`src/rtl/vga_timing_pkg.sv`:
```
// Shared VGA timing constants and the pixel-counter type used by the sync
// generator and the display grid. Default timing is 640x480@60.
package vga_timing_pkg;

  localparam int COUNT_W = 10;
  typedef logic [COUNT_W-1:0] count_t;

  localparam int DEF_CLK_DIV      = 4;
  localparam int DEF_H_TOTAL      = 800;
  localparam int DEF_H_SYNC       = 96;
  localparam int DEF_H_DISP_START = 144;
  localparam int DEF_H_DISP_END   = 783;
  localparam int DEF_V_TOTAL      = 525;
  localparam int DEF_V_SYNC       = 2;
  localparam int DEF_V_DISP_START = 35;
  localparam int DEF_V_DISP_END   = 514;

  // Top-left corner of the visible window, in counter coordinates.
  localparam count_t DISP_ORIGIN_X = count_t'(DEF_H_DISP_START);
  localparam count_t DISP_ORIGIN_Y = count_t'(DEF_V_DISP_START);
  localparam int     DISP_WIDTH    = DEF_H_DISP_END - DEF_H_DISP_START + 1;
  localparam int     DISP_HEIGHT   = DEF_V_DISP_END - DEF_V_DISP_START + 1;

  function automatic logic in_window(input count_t v, input int lo, input int hi);
    return (int'(v) >= lo) && (int'(v) <= hi);
  endfunction

endpackage

```
`src/rtl/clk_en_div.sv`:
```
// Clock-enable divider: pix_en is high for one clk out of every CLK_DIV.
// With CLK_DIV == 1 the enable is tied high and no counter exists.
module clk_en_div #(
  parameter int CLK_DIV = 4
) (
  input  logic clk,
  input  logic rst_n,
  output logic pix_en
);

  generate
    if (CLK_DIV <= 1) begin : g_bypass
      logic unused_bypass;
      assign unused_bypass = ^{clk, rst_n};
      assign pix_en        = 1'b1;
    end else begin : g_div
      localparam int DW = $clog2(CLK_DIV);
      logic [DW-1:0] div_cnt;

      always_ff @(posedge clk or negedge rst_n) begin
        if (!rst_n) begin
          div_cnt <= '0;
        end else if (pix_en) begin
          div_cnt <= '0;
        end else begin
          div_cnt <= div_cnt + 1'b1;
        end
      end

      assign pix_en = (div_cnt == DW'(CLK_DIV - 1));
    end
  endgenerate

endmodule

```
`src/rtl/vga_sync_gen.sv`:
```
// VGA raster timing: pixel counters, sync pulses, visible-window flag and
// frame/line markers. Define VGA_FRAME_CNT_EN to add a 16-bit frame counter.
module vga_sync_gen
  import vga_timing_pkg::*;
#(
  parameter int   CLK_DIV      = DEF_CLK_DIV,
  parameter int   H_TOTAL      = DEF_H_TOTAL,
  parameter int   H_SYNC       = DEF_H_SYNC,
  parameter int   H_DISP_START = DEF_H_DISP_START,
  parameter int   H_DISP_END   = DEF_H_DISP_END,
  parameter int   V_TOTAL      = DEF_V_TOTAL,
  parameter int   V_SYNC       = DEF_V_SYNC,
  parameter int   V_DISP_START = DEF_V_DISP_START,
  parameter int   V_DISP_END   = DEF_V_DISP_END,
  parameter logic SYNC_ACTIVE  = 1'b1
) (
  input  logic         clk,
  input  logic         rst_n,
  output logic         pix_en,
  output logic [9:0]   hCount,
  output logic [9:0]   vCount,
  output logic         bright,
  output logic         hSync,
  output logic         vSync,
  output logic         frame_start,
  output logic         line_end
`ifdef VGA_FRAME_CNT_EN
  ,
  output logic [15:0]  frame_cnt
`endif
);

  count_t h_next;
  count_t v_next;
  logic   frame_wrap;

  clk_en_div #(.CLK_DIV(CLK_DIV)) u_div (
    .clk    (clk),
    .rst_n  (rst_n),
    .pix_en (pix_en)
  );

  always_comb begin
    h_next     = hCount;
    v_next     = vCount;
    frame_wrap = 1'b0;
    if (pix_en) begin
      if (hCount == count_t'(H_TOTAL - 1)) begin
        h_next = '0;
        if (vCount == count_t'(V_TOTAL - 1)) begin
          v_next     = '0;
          frame_wrap = 1'b1;
        end else begin
          v_next = vCount + 1'b1;
        end
      end else begin
        h_next = hCount + 1'b1;
      end
    end
  end

  // Decode from the next counts so syncs and bright move on the same edge
  // as the counters themselves.
  always_ff @(posedge clk or negedge rst_n) begin
    if (!rst_n) begin
      hCount      <= '0;
      vCount      <= '0;
      bright      <= 1'b0;
      hSync       <= SYNC_ACTIVE;
      vSync       <= SYNC_ACTIVE;
      frame_start <= 1'b0;
    end else begin
      hCount      <= h_next;
      vCount      <= v_next;
      bright      <= in_window(h_next, H_DISP_START, H_DISP_END) &&
                     in_window(v_next, V_DISP_START, V_DISP_END);
      hSync       <= (int'(h_next) < H_SYNC) ? SYNC_ACTIVE : ~SYNC_ACTIVE;
      vSync       <= (int'(v_next) < V_SYNC) ? SYNC_ACTIVE : ~SYNC_ACTIVE;
      frame_start <= frame_wrap;
    end
  end

  assign line_end = pix_en && (hCount == count_t'(H_TOTAL - 1));

`ifdef VGA_FRAME_CNT_EN
  always_ff @(posedge clk or negedge rst_n) begin
    if (!rst_n) begin
      frame_cnt <= '0;
    end else if (frame_wrap) begin
      frame_cnt <= frame_cnt + 16'd1;
    end
  end
`endif

endmodule

```
`config.mk`:
```
export PLATFORM = sky130hd
export DESIGN_NAME = vga_sync_gen
export DESIGN_NICKNAME = d
export VERILOG_FILES = /design/src/rtl/vga_timing_pkg.sv /design/src/rtl/clk_en_div.sv /design/src/rtl/vga_sync_gen.sv
export SDC_FILE = /design/constraint.sdc
export NUM_CORES = 1
export LEC_CHECK = 0
export CORE_MARGIN = 2
export CORE_UTILIZATION = 47
export CTS_CLUSTER_DIAMETER = 100
export DETAILED_ROUTE_END_ITERATION = 10
export GPL_TIMING_DRIVEN = 0
export HOLD_SLACK_MARGIN = 0.06
export PLACE_DENSITY = 0.81
export SETUP_SLACK_MARGIN = 0.4
export SYNTH_ARGS = -nofsm -noshare
export SYNTH_HDL_FRONTEND = slang
export SYNTH_SLANG_ARGS = --single-unit
```
`constraint.sdc`:
```
create_clock -name clk -period 1.88 [get_ports clk]
set_input_delay 0.188 -clock clk [delete_from_list [all_inputs] [get_ports clk]]
set_output_delay 0.188 -clock clk [all_outputs]
set_load 0.005 [all_outputs]
```
# Yosys cells after proc, flatten, opt, wreduce, memory -nomap -nowiden
# Cells that the tools add are included.
dict set report totals {
  ff_bits 26
  input_bits 2
  output_inout_bits 26
  elab_cells 34
}
dict set report classes {
  n_addsub 3
  magnitude_cmp 6
  eq_ne 3
  n_mux 11
  reduce_logical 4
}
# operator n
set ops {}
lappend ops {{two-way mux 10 bit} 5}
lappend ops {{adder 10 x 1 -> 10 bit (second input constant)} 2}
lappend ops {{== test 10 bit (second input constant)} 2}
lappend ops {{<= comparator 10 bit (second input constant)} 2}
lappend ops {{greater-or-equal comparator 10 x 6 -> 1 bit (second input constant)} 1}
lappend ops {{greater-or-equal comparator 10 x 8 -> 1 bit (second input constant)} 1}
lappend ops {{< comparator 10 x 2 -> 1 bit (second input constant)} 1}
lappend ops {{< comparator 10 x 7 -> 1 bit (second input constant)} 1}
lappend ops {{two-way mux 1 bit} 5}
lappend ops {{logical AND 1 bit} 4}
lappend ops {{adder 2 x 1 -> 2 bit (second input constant)} 1}
lappend ops {{== test 2 bit (second input constant)} 1}
lappend ops {{two-way mux 2 bit} 1}

# Longest topological paths before layout
# Gate-level depths: netlist (run 1).
dict set report logic_depth {
  ltp_word 7
  depth_mapped 10
  ltp_nobuf 9
}

# By module
# From an unflattened synthesis (run 1), not the netlist that was laid out.
dict set report unflattened {
  cells_unflattened 153
  hier_area_um2 1525.2
}
# module instances cells_per_inst area_each_um2 seq_area_each_um2
set modules_own_cells {}
lappend modules_own_cells {vga_sync_gen 1 149 1458.9 603.1}
lappend modules_own_cells {clk_en_div 1 4 66.3 50.0}

# Worst setup path before layout (run 1)
# No wires, ideal clock.
dict set report synth_timing {
  path_type {register to register}
  start {register u_div.g_div.div_cnt[0]}
  end {register bright}
  setup_ns 0.094
  arrival_time_ns 2.025
  required_time_ns 1.786
  slack_ns -0.239
  stages_incl_launch_ff 10
  path_buffers 2
  period_less_slack_ns 2.119
  path_cell_list {dfrtp_1 > ha_1 > buf_2 > and4_1 > clkbuf_1 > nand2_1 > a2111oi_2 > o31ai_1 > and3_1 > a211oi_1}
}
dict set report synth_between {
  elab_chain_len 5
  word_cells_on_any_way 10
  classes_between {order compare: 4; eq/ne: 1; mux: 2; reduce/logical: 3}
}
# item line
set synth_rtl {}
lappend synth_rtl {{start: declaration} clk_en_div.sv:18} ;# logic [DW-1:0] div_cnt;
lappend synth_rtl {{start signal: assignment} clk_en_div.sv:26} ;# div_cnt <= div_cnt + 1'b1;
lappend synth_rtl {{== test 2 bit (*)} clk_en_div.sv:30} ;# assign pix_en = (div_cnt == DW'(CLK_DIV - 1));
lappend synth_rtl {{named net pix_en} vga_sync_gen.sv:19} ;# output logic pix_en,
lappend synth_rtl {{two-way mux 10 bit} vga_sync_gen.sv:47} ;# if (pix_en) begin
lappend synth_rtl {{greater-or-equal comparator 10 x 8 -> 1 bit (tied with other cells)} vga_timing_pkg.sv:25} ;# return (int'(v) >= lo) && (int'(v) <= hi);
lappend synth_rtl {{logical AND 1 bit} vga_timing_pkg.sv:25}
lappend synth_rtl {{logical AND 1 bit (*)} vga_sync_gen.sv:75} ;# bright <= in_window(h_next, H_DISP_START, H_DISP_END) &&
lappend synth_rtl {{end signal: assignment} vga_sync_gen.sv:75}
lappend synth_rtl {{end: declaration} vga_sync_gen.sv:22} ;# output logic bright,
# Mark *: on every way through the listed nets, which the timed path passes. The rest lies on a longest branch.

# Final worst setup path (run 1)
dict set report layout_timing {
  start {register vCount[6]}
  end {register vSync}
}
dict set report layout_between {
  elab_chain_len 6
  word_cells_on_any_way 7
  classes_between {add/sub: 1; order compare: 1; eq/ne: 1; mux: 4}
}
# item line
set layout_rtl {}
lappend layout_rtl {{start: declaration} vga_sync_gen.sv:21} ;# output logic [9:0] vCount,
lappend layout_rtl {{start signal: assignment} vga_sync_gen.sv:74} ;# vCount <= v_next;
lappend layout_rtl {{== test 10 bit} vga_sync_gen.sv:50} ;# if (vCount == count_t'(V_TOTAL - 1)) begin
lappend layout_rtl {{two-way mux 10 bit} vga_sync_gen.sv:50}
lappend layout_rtl {{two-way mux 10 bit} vga_sync_gen.sv:48} ;# if (hCount == count_t'(H_TOTAL - 1)) begin
lappend layout_rtl {{two-way mux 10 bit} vga_sync_gen.sv:47}
lappend layout_rtl {{named net v_next[1]} vga_sync_gen.sv:34} ;# count_t v_next;
lappend layout_rtl {{< comparator 10 x 2 -> 1 bit} vga_sync_gen.sv:78} ;# vSync <= (int'(v_next) < V_SYNC) ? SYNC_ACTIVE : ~SYNC_ACTIVE;
lappend layout_rtl {{two-way mux 1 bit} vga_sync_gen.sv:78}
lappend layout_rtl {{end signal: assignment} vga_sync_gen.sv:78}
lappend layout_rtl {{end: declaration} vga_sync_gen.sv:24} ;# output logic vSync,
# The timed path passes the listed nets, and every way through them passes these cells.

==> results of run 1 <==
-- metrics by stage --
stage / worst slack [ns] / cells / power [mW] / setup TNS [ns]
2_1_floorplan: -0.1943 / 169 / 0.5700 / -0.3555
3_3_place_gp: -0.3560 / 242 / 0.5826 / -0.8040
3_5_place_dp: -0.3511 / 242 / 0.5831 / -0.8178
4_1_cts: -0.3286 / 280 / 0.9652 / -0.6326
5_1_grt: -0.4676 / 293 / 0.9933 / -1.288
6_report: -0.3837 / 293 / 0.9576 / -0.9553
-- layout make-up --
| cell class | instances | area (um2) |
|---|---|---|
| fill | 179 | 533.0 |
| clock inverter | 1 | 30.03 |
| sequential | 26 | 661.9 |
| inverter | 9 | 36.28 |
| buffer | 9 | 87.58 |
| tap | 46 | 57.56 |
| multi-input combinational | 125 | 1176 |
| clock buffer | 3 | 22.52 |
| timing repair buffer | 74 | 679.4 |
-- state kept, by name, summed over array words and instances (netlist names) --
signal and count:
hCount 10, vCount 10, u_div.g_div.div_cnt 2, bright 1, frame_start 1, hSync 1
vSync 1
-- power by group through the flow --
stage	combinational [mW]	sequential, mW	clock [mW]
global route	0.0149	0.560	0.419
detailed placement	0.0132	0.570	0
global placement	0.0127	0.570	0
finish	0.0124	0.560	0.386
floorplan	0.000000364	0.570	0
CTS	0.0132	0.560	0.392
-- synth_stat cells (all sizes together), types with 5 or more instances --
master | n | area, um2
dfrtp | 24 | 600.6
nand2 | 18 | 67.56
nor2 | 12 | 45.04
inv | 9 | 33.78
nand4 | 7 | 43.79
nor3 | 7 | 35.03
nor4 | 7 | 50.05
xor2 | 7 | 61.31
and2 | 5 | 31.28
buf | 5 | 25.02
o21ai | 5 | 25.02
-- cell families (layout without fill, tap and decap cells) --
kind of cell,Yosys count,in the layout,synth area share (%)
buffers and inverters,18,96,4.686
DFF,26,26,41.46
AOI/OAI and AO/OA,26,26,13.50
adders and majority gates,4,4,3.177
xor gates and xnor gates,11,11,6.116
and+or+nand+nor,84,84,31.06
-- layer usage --
layer / share of wire [%] / wire length [um]
met4: 7.7 / 461
met2: 50 / 2980
met3: 7.9 / 471
met1: 34 / 2047
met5: 0 / 0
-- worst max-delay path, delay by kind of cell (launching register included) --
kind | cells | cell delay (ns)
simple gates | 4 | 1.03
buf+inv | 3 | 0.45
flops | 1 | 0.42
compound gates | 1 | 0.26
-- how the worst min path moves through the flow --
stage | startpoint | end | slack [ns] | depth (start not counted)
3_5_place_dp | u_div.g_div.div_cnt[0] | u_div.g_div.div_cnt[0] | 0.43 | 1
6_report | rst_n | vCount[5] | 0.08 | 1
3_3_place_gp | u_div.g_div.div_cnt[0] | u_div.g_div.div_cnt[0] | 0.42 | 1
5_1_grt | rst_n | vCount[8] | 0.17 | 1
2_1_floorplan | rst_n | bright | -0.11 | 0
4_1_cts | rst_n | vCount[9] | 0.50 | 1
-- timing repair --
item                       4_1_cts  5_1_grt
hold buffers                     0        0
pin swaps                       18       14
setup endpoints to repair       38       28
buffers inserted                34       13
hold endpoints to repair         0        0
gates resized for setup         64       50
==> metrics.txt, run 1 <==
status=finished with violations; failing checks=setup timing; Int Power=0.7770 mW; Nets=254; vias in the first global route=1,642; Worst Tran Pin Value=1.178 ns; max-slew violation count=0; area grow syn2layout=74.66%; Syn Std Cell Area=1575 um2; met2 Track Usage GR=48.27%; Crit Path Category=register to register; post-route clock period utilization=120.4%; row count=21; Register-to-Register Path Depth=8; IO buf count=27; initial core utilization=47.96%; Min Hold Slack=0.07684 ns; Clk pwr share=40.3%; Die Ht=61.90 um; commonest non-fill, non-tap cells in the layout=35 x buf_4, 17 x dfrtp_1, 15 x buf_6, 15 x dlygate4sd2_1, 14 x nand2_1; setup slack, reg-to-reg=-0.38 ns; critical path fanouts, max=3; unrepaired setup endpoints after global routing=true; DP HPWL=2.695 mm; drt first pass iters=4; Worst Setup EP=vSync; relative slew slack=21.36%; Setup violations, final=4; Reg clk slew, reported paths=0.15 ns; Root Buffer=clkbuf_4; GR Util met1=32.08%; cell area after layout=2751 um2; Max rail drop VDD=0.0003249 V; Yosys cell types=48; Async SR Flop Fraction=100.0%; number of synthesized register bits=26; number of synthesis warnings=0; ANT nets after route=0; CTS H-tree depth=1; Clock Tree Buf Depth=2; CP max stage delay=0.42 ns; Worst-Skew Late Latency=0.33 ns; total number of vias=1,829; I/O Pins=28; P per Cell Area=348.1 nW/um2; core area=3284 um2; post-route minimum period=2.264 ns; layout cells sized above 1=50.20%; Hold Path Class=primary input to asynchronous set/reset pin; DRC=0; largest net degree at the start of global routing=27; via density per instance=6.242; crit path DAT=2.49 ns; combinational share of power=1.3%; Main synth FF type=dfrtp_1; Psw=0.1806 mW; Worst Setup SP=vCount[6]; Max Cap Viol=0; CP Cell Sequence=or3_4 -> buf_4 -> buf_4 -> nor4_4 -> buf_4 -> nor2_1 -> a22o_1 -> nor4b_1; global route hottest layer=met2; register area share after synthesis=41.46%; R2R Path End=vSync; GP Congestion=0.8630; DP Area=1976 um2; cells after synthesis=169; CTS tree=done; Syn Nets=175; first-pass GRT wire length=7.590 mm; DIE AREA=3831 um2; switching share of total power=18.86%; most frequent CP cell=buf_4; Avg Cell Area, Syn=9.321 um2; met3 Use GR=3.934%; Reg power frac=58.4%; CP endpoint kind=register; R2R Path Start=vCount[6]; # diodes=0; CTS buffer count=3; total track usage=27.36%; wire length per cell=20.34 um; Final Util=83.77%; P_leak=1.301 nW; GR Overflow Total=0; clock skew=0.01241 ns; commonest non-fill, non-tap cell in the layout=buf_4; FMAX=0.4418 GHz; DRT Wirelength=5.960 mm; clock sink total=26; Hold Fails Final Rpt=0; DRT iter0 DRCs=162; Post-synth EDFFs=0; initial antenna violation count=0; Crit-path slowest cell=dfrtp_1; Worst EP required=2.11 ns; Critical Path Source Type=register; final worst slack=-0.3837 ns; Die Wd=61.90 um
(Power assumes the default switching activity.)
==> run 2, diff against run 1 <==
==> constraint.sdc (replaced) <==
create_clock -name clk -period 2 [get_ports clk]
set_input_delay 0.2 -clock clk [delete_from_list [all_inputs] [get_ports clk]]
set_output_delay 0.2 -clock clk [all_outputs]
set_load 0.005 [all_outputs]
==> metrics.txt, run 2 (synthesized netlist as in run 1, its figures left out) <==
R2R Path End=bright (was vSync); Reg clk slew, reported paths=0.15 ns (about the same); top layer reached by signal wires=met4 (unchanged); DRC=0 (unchanged); P_leak=1.245 nW (was 1.301 nW); CTS tree=done (unchanged); Buf+Inv Stages, Crit Path=1 (was 3); Clock Tree Buf Depth=2 (unchanged); I/O Pins=28 (unchanged); Worst Setup SP=vCount[6] (unchanged); # placed instances=242 (unchanged); Worst Setup EP=bright (was vSync); Nets=242 (was 254); drt first pass iters=5 (was 4); Crit path depth=7 (was 8); row count=21 (unchanged); R2R Path Start=vCount[6] (unchanged); area grow syn2layout=63.54% (was 74.66%); core area=3284 um2 (unchanged); Worst Tran Pin Value=0.4556 ns (was 1.178 ns); Root Buffer=clkbuf_4 (unchanged); met3 routed wirelength=315 um (was 471 um); GP Congestion=0.8988 (was 0.8630); IO buf count=27 (unchanged); first-pass GRT wire length=6.672 mm (was 7.590 mm); commonest non-fill, non-tap cell in the layout=buf_4 (unchanged); CP max stage delay=0.51 ns (was 0.42 ns); post-route minimum period=2.480 ns (was 2.264 ns); setup slack, reg-to-reg=-0.48 ns (was -0.38 ns); unrepaired setup endpoints after global routing=true (unchanged); initial antenna violation count=0 (unchanged); # diodes=0 (unchanged); layout cells sized above 1=41.28% (was 50.20%); clock sink total=26 (unchanged); crit path DAT=2.75 ns (was 2.49 ns); Max Cap Viol=0 (unchanged); failing checks=setup timing (unchanged); Final Util=78.44% (was 83.77%); vias in the first global route=1,422 (was 1,642); DRT Wirelength=5.344 mm (was 5.960 mm); CTS buffer count=3 (unchanged); via density per instance=6.060 (was 6.242); post-route clock period utilization=124.0% (was 120.4%); DP Area=1953 um2 (was 1976 um2); FILL cells=185 (was 179); status=finished with violations (unchanged); Critical Path Source Type=register (unchanged); DRT met1 WL=2.220 mm (was 2.047 mm); cell area after layout=2576 um2 (was 2751 um2); FMAX=0.4032 GHz (was 0.4418 GHz); P per Cell Area=325.7 nW/um2 (was 348.1 nW/um2); clock skew=0.007320 ns (was 0.01241 ns); total number of vias=1,703 (was 1,829); total track usage=23.78% (was 27.36%); CP endpoint kind=register (unchanged); Largest regs=hCount (10), vCount (10), u_div.g_div.div_cnt (2) (unchanged); DRT iter0 DRCs=160 (was 162); Final Instance Count excl. Fillers=281 (was 293); GR Overflow Total=0 (unchanged); largest net degree at the start of global routing=27 (unchanged); Setup violations, final=3 (was 4); DP HPWL=2.791 mm (was 2.695 mm); relative slew slack=69.54% (was 21.36%); Crit-path slowest cell=or4_4 (was dfrtp_1); Register-to-Register Path Depth=7 (was 8); Worst EP required=2.27 ns (was 2.11 ns); met2 WL=2.581 mm (was 2.980 mm); initial core utilization=47.96% (unchanged); Die Wd=61.90 um (unchanged); commonest non-fill, non-tap cells in the layout=27 x buf_4, 18 x dfrtp_1, 16 x clkdlybuf4s50_1, 15 x nand2_1, 9 x dlymetal6s2s_1 (was 35 x buf_4, 17 x dfrtp_1, 15 x buf_6, 15 x dlygate4sd2_1, 14 x nand2_1); ANT nets after route=0 (unchanged); CTS H-tree depth=1 (unchanged); Tot Pwr=0.8390 mW (was 0.9576 mW); Crit Path Category=register to register (unchanged); Die Ht=61.90 um (unchanged); Worst-Skew Late Latency=0.35 ns (was 0.33 ns); critical path fanouts, max=4 (was 3); CP Cell Sequence=or3_4 -> or4_4 -> buf_4 -> o311a_4 -> nor3_1 -> a221oi_2 -> a211oi_2 (was or3_4 -> buf_4 -> buf_4 -> nor4_4 -> buf_4 -> nor2_1 -> a22o_1 -> nor4b_1); Hold Fails Final Rpt=0 (unchanged); wire length per cell=19.02 um (was 20.34 um); Min Hold Slack=0.1172 ns (was 0.07684 ns); Worst path top cell family by delay=simple AND/OR/NAND/NOR gates (unchanged); max-slew violation count=0 (unchanged); final worst slack=-0.4800 ns (was -0.3837 ns); DIE AREA=3831 um2 (unchanged); Hold Path Class=primary input to asynchronous set/reset pin (unchanged); Max rail drop VDD=0.0003558 V (was 0.0003249 V)
==> run 2: power breakdown <==
| group | switching [mW] | leakage, nW | internal [mW] |
|---|---|---|---|
| registers | 0 | 0.335 | 0.526 |
| logic | 0.0112 | 0.889 | 0.00714 |
| clock network | 0.182 | 0.0210 | 0.112 |
==> run 2: final cells by class <==
type	count	area (um2)	area share, %
clock buffers	4	36.28	1.408
multi-input cells	125	1070	41.53
flip-flops and latches	26	660.6	25.64
well taps	46	57.56	2.234
repair buffers	62	614.3	23.85
plain buffers	9	96.34	3.740
inverters	9	41.29	1.603
==> run 2: how the worst min path moves through the flow <==
stage | startpoint | to | slack (ns) | cells past startpoint
2_1_floorplan | rst_n | bright | -0.1 | 0
6_report | rst_n | bright | 0.12 | 1
3_3_place_gp | u_div.g_div.div_cnt[0] | u_div.g_div.div_cnt[0] | 0.42 | 1
4_1_cts | rst_n | hCount[8] | 0.51 | 1
3_5_place_dp | u_div.g_div.div_cnt[0] | u_div.g_div.div_cnt[0] | 0.43 | 1
5_1_grt | rst_n | vCount[2] | 0.12 | 1
==> run 2: what timing repair did <==
| action | in CTS | in global routing |
|---|---|---|
| hold buffers | 0 | 0 |
| pin swaps | 7 | 9 |
| buffers inserted | 14 | 20 |
| endpoints found under the setup margin | 18 | 33 |
| resized for setup | 28 | 54 |
==> run 2: per-stage QoR <==
stage | setup slack, ns | TNS, ns
after detailed placement | -0.4204 | -0.6922
final | -0.4800 | -0.7600
after global placement | -0.3701 | -0.5880
after floorplan | -0.07426 | -0.1155
after CTS | -0.3036 | -0.5013
after global routing | -0.5104 | -0.9274
==> run 2: routing by layer <==
layer | track usage (%) | vias to the layer above
li1 | - | 755
met1 | 30.08 | 832
met2 | 38.95 | 92
met3 | 5.383 | 24
met4 | 10.33 | 0
met5 | 0 | -
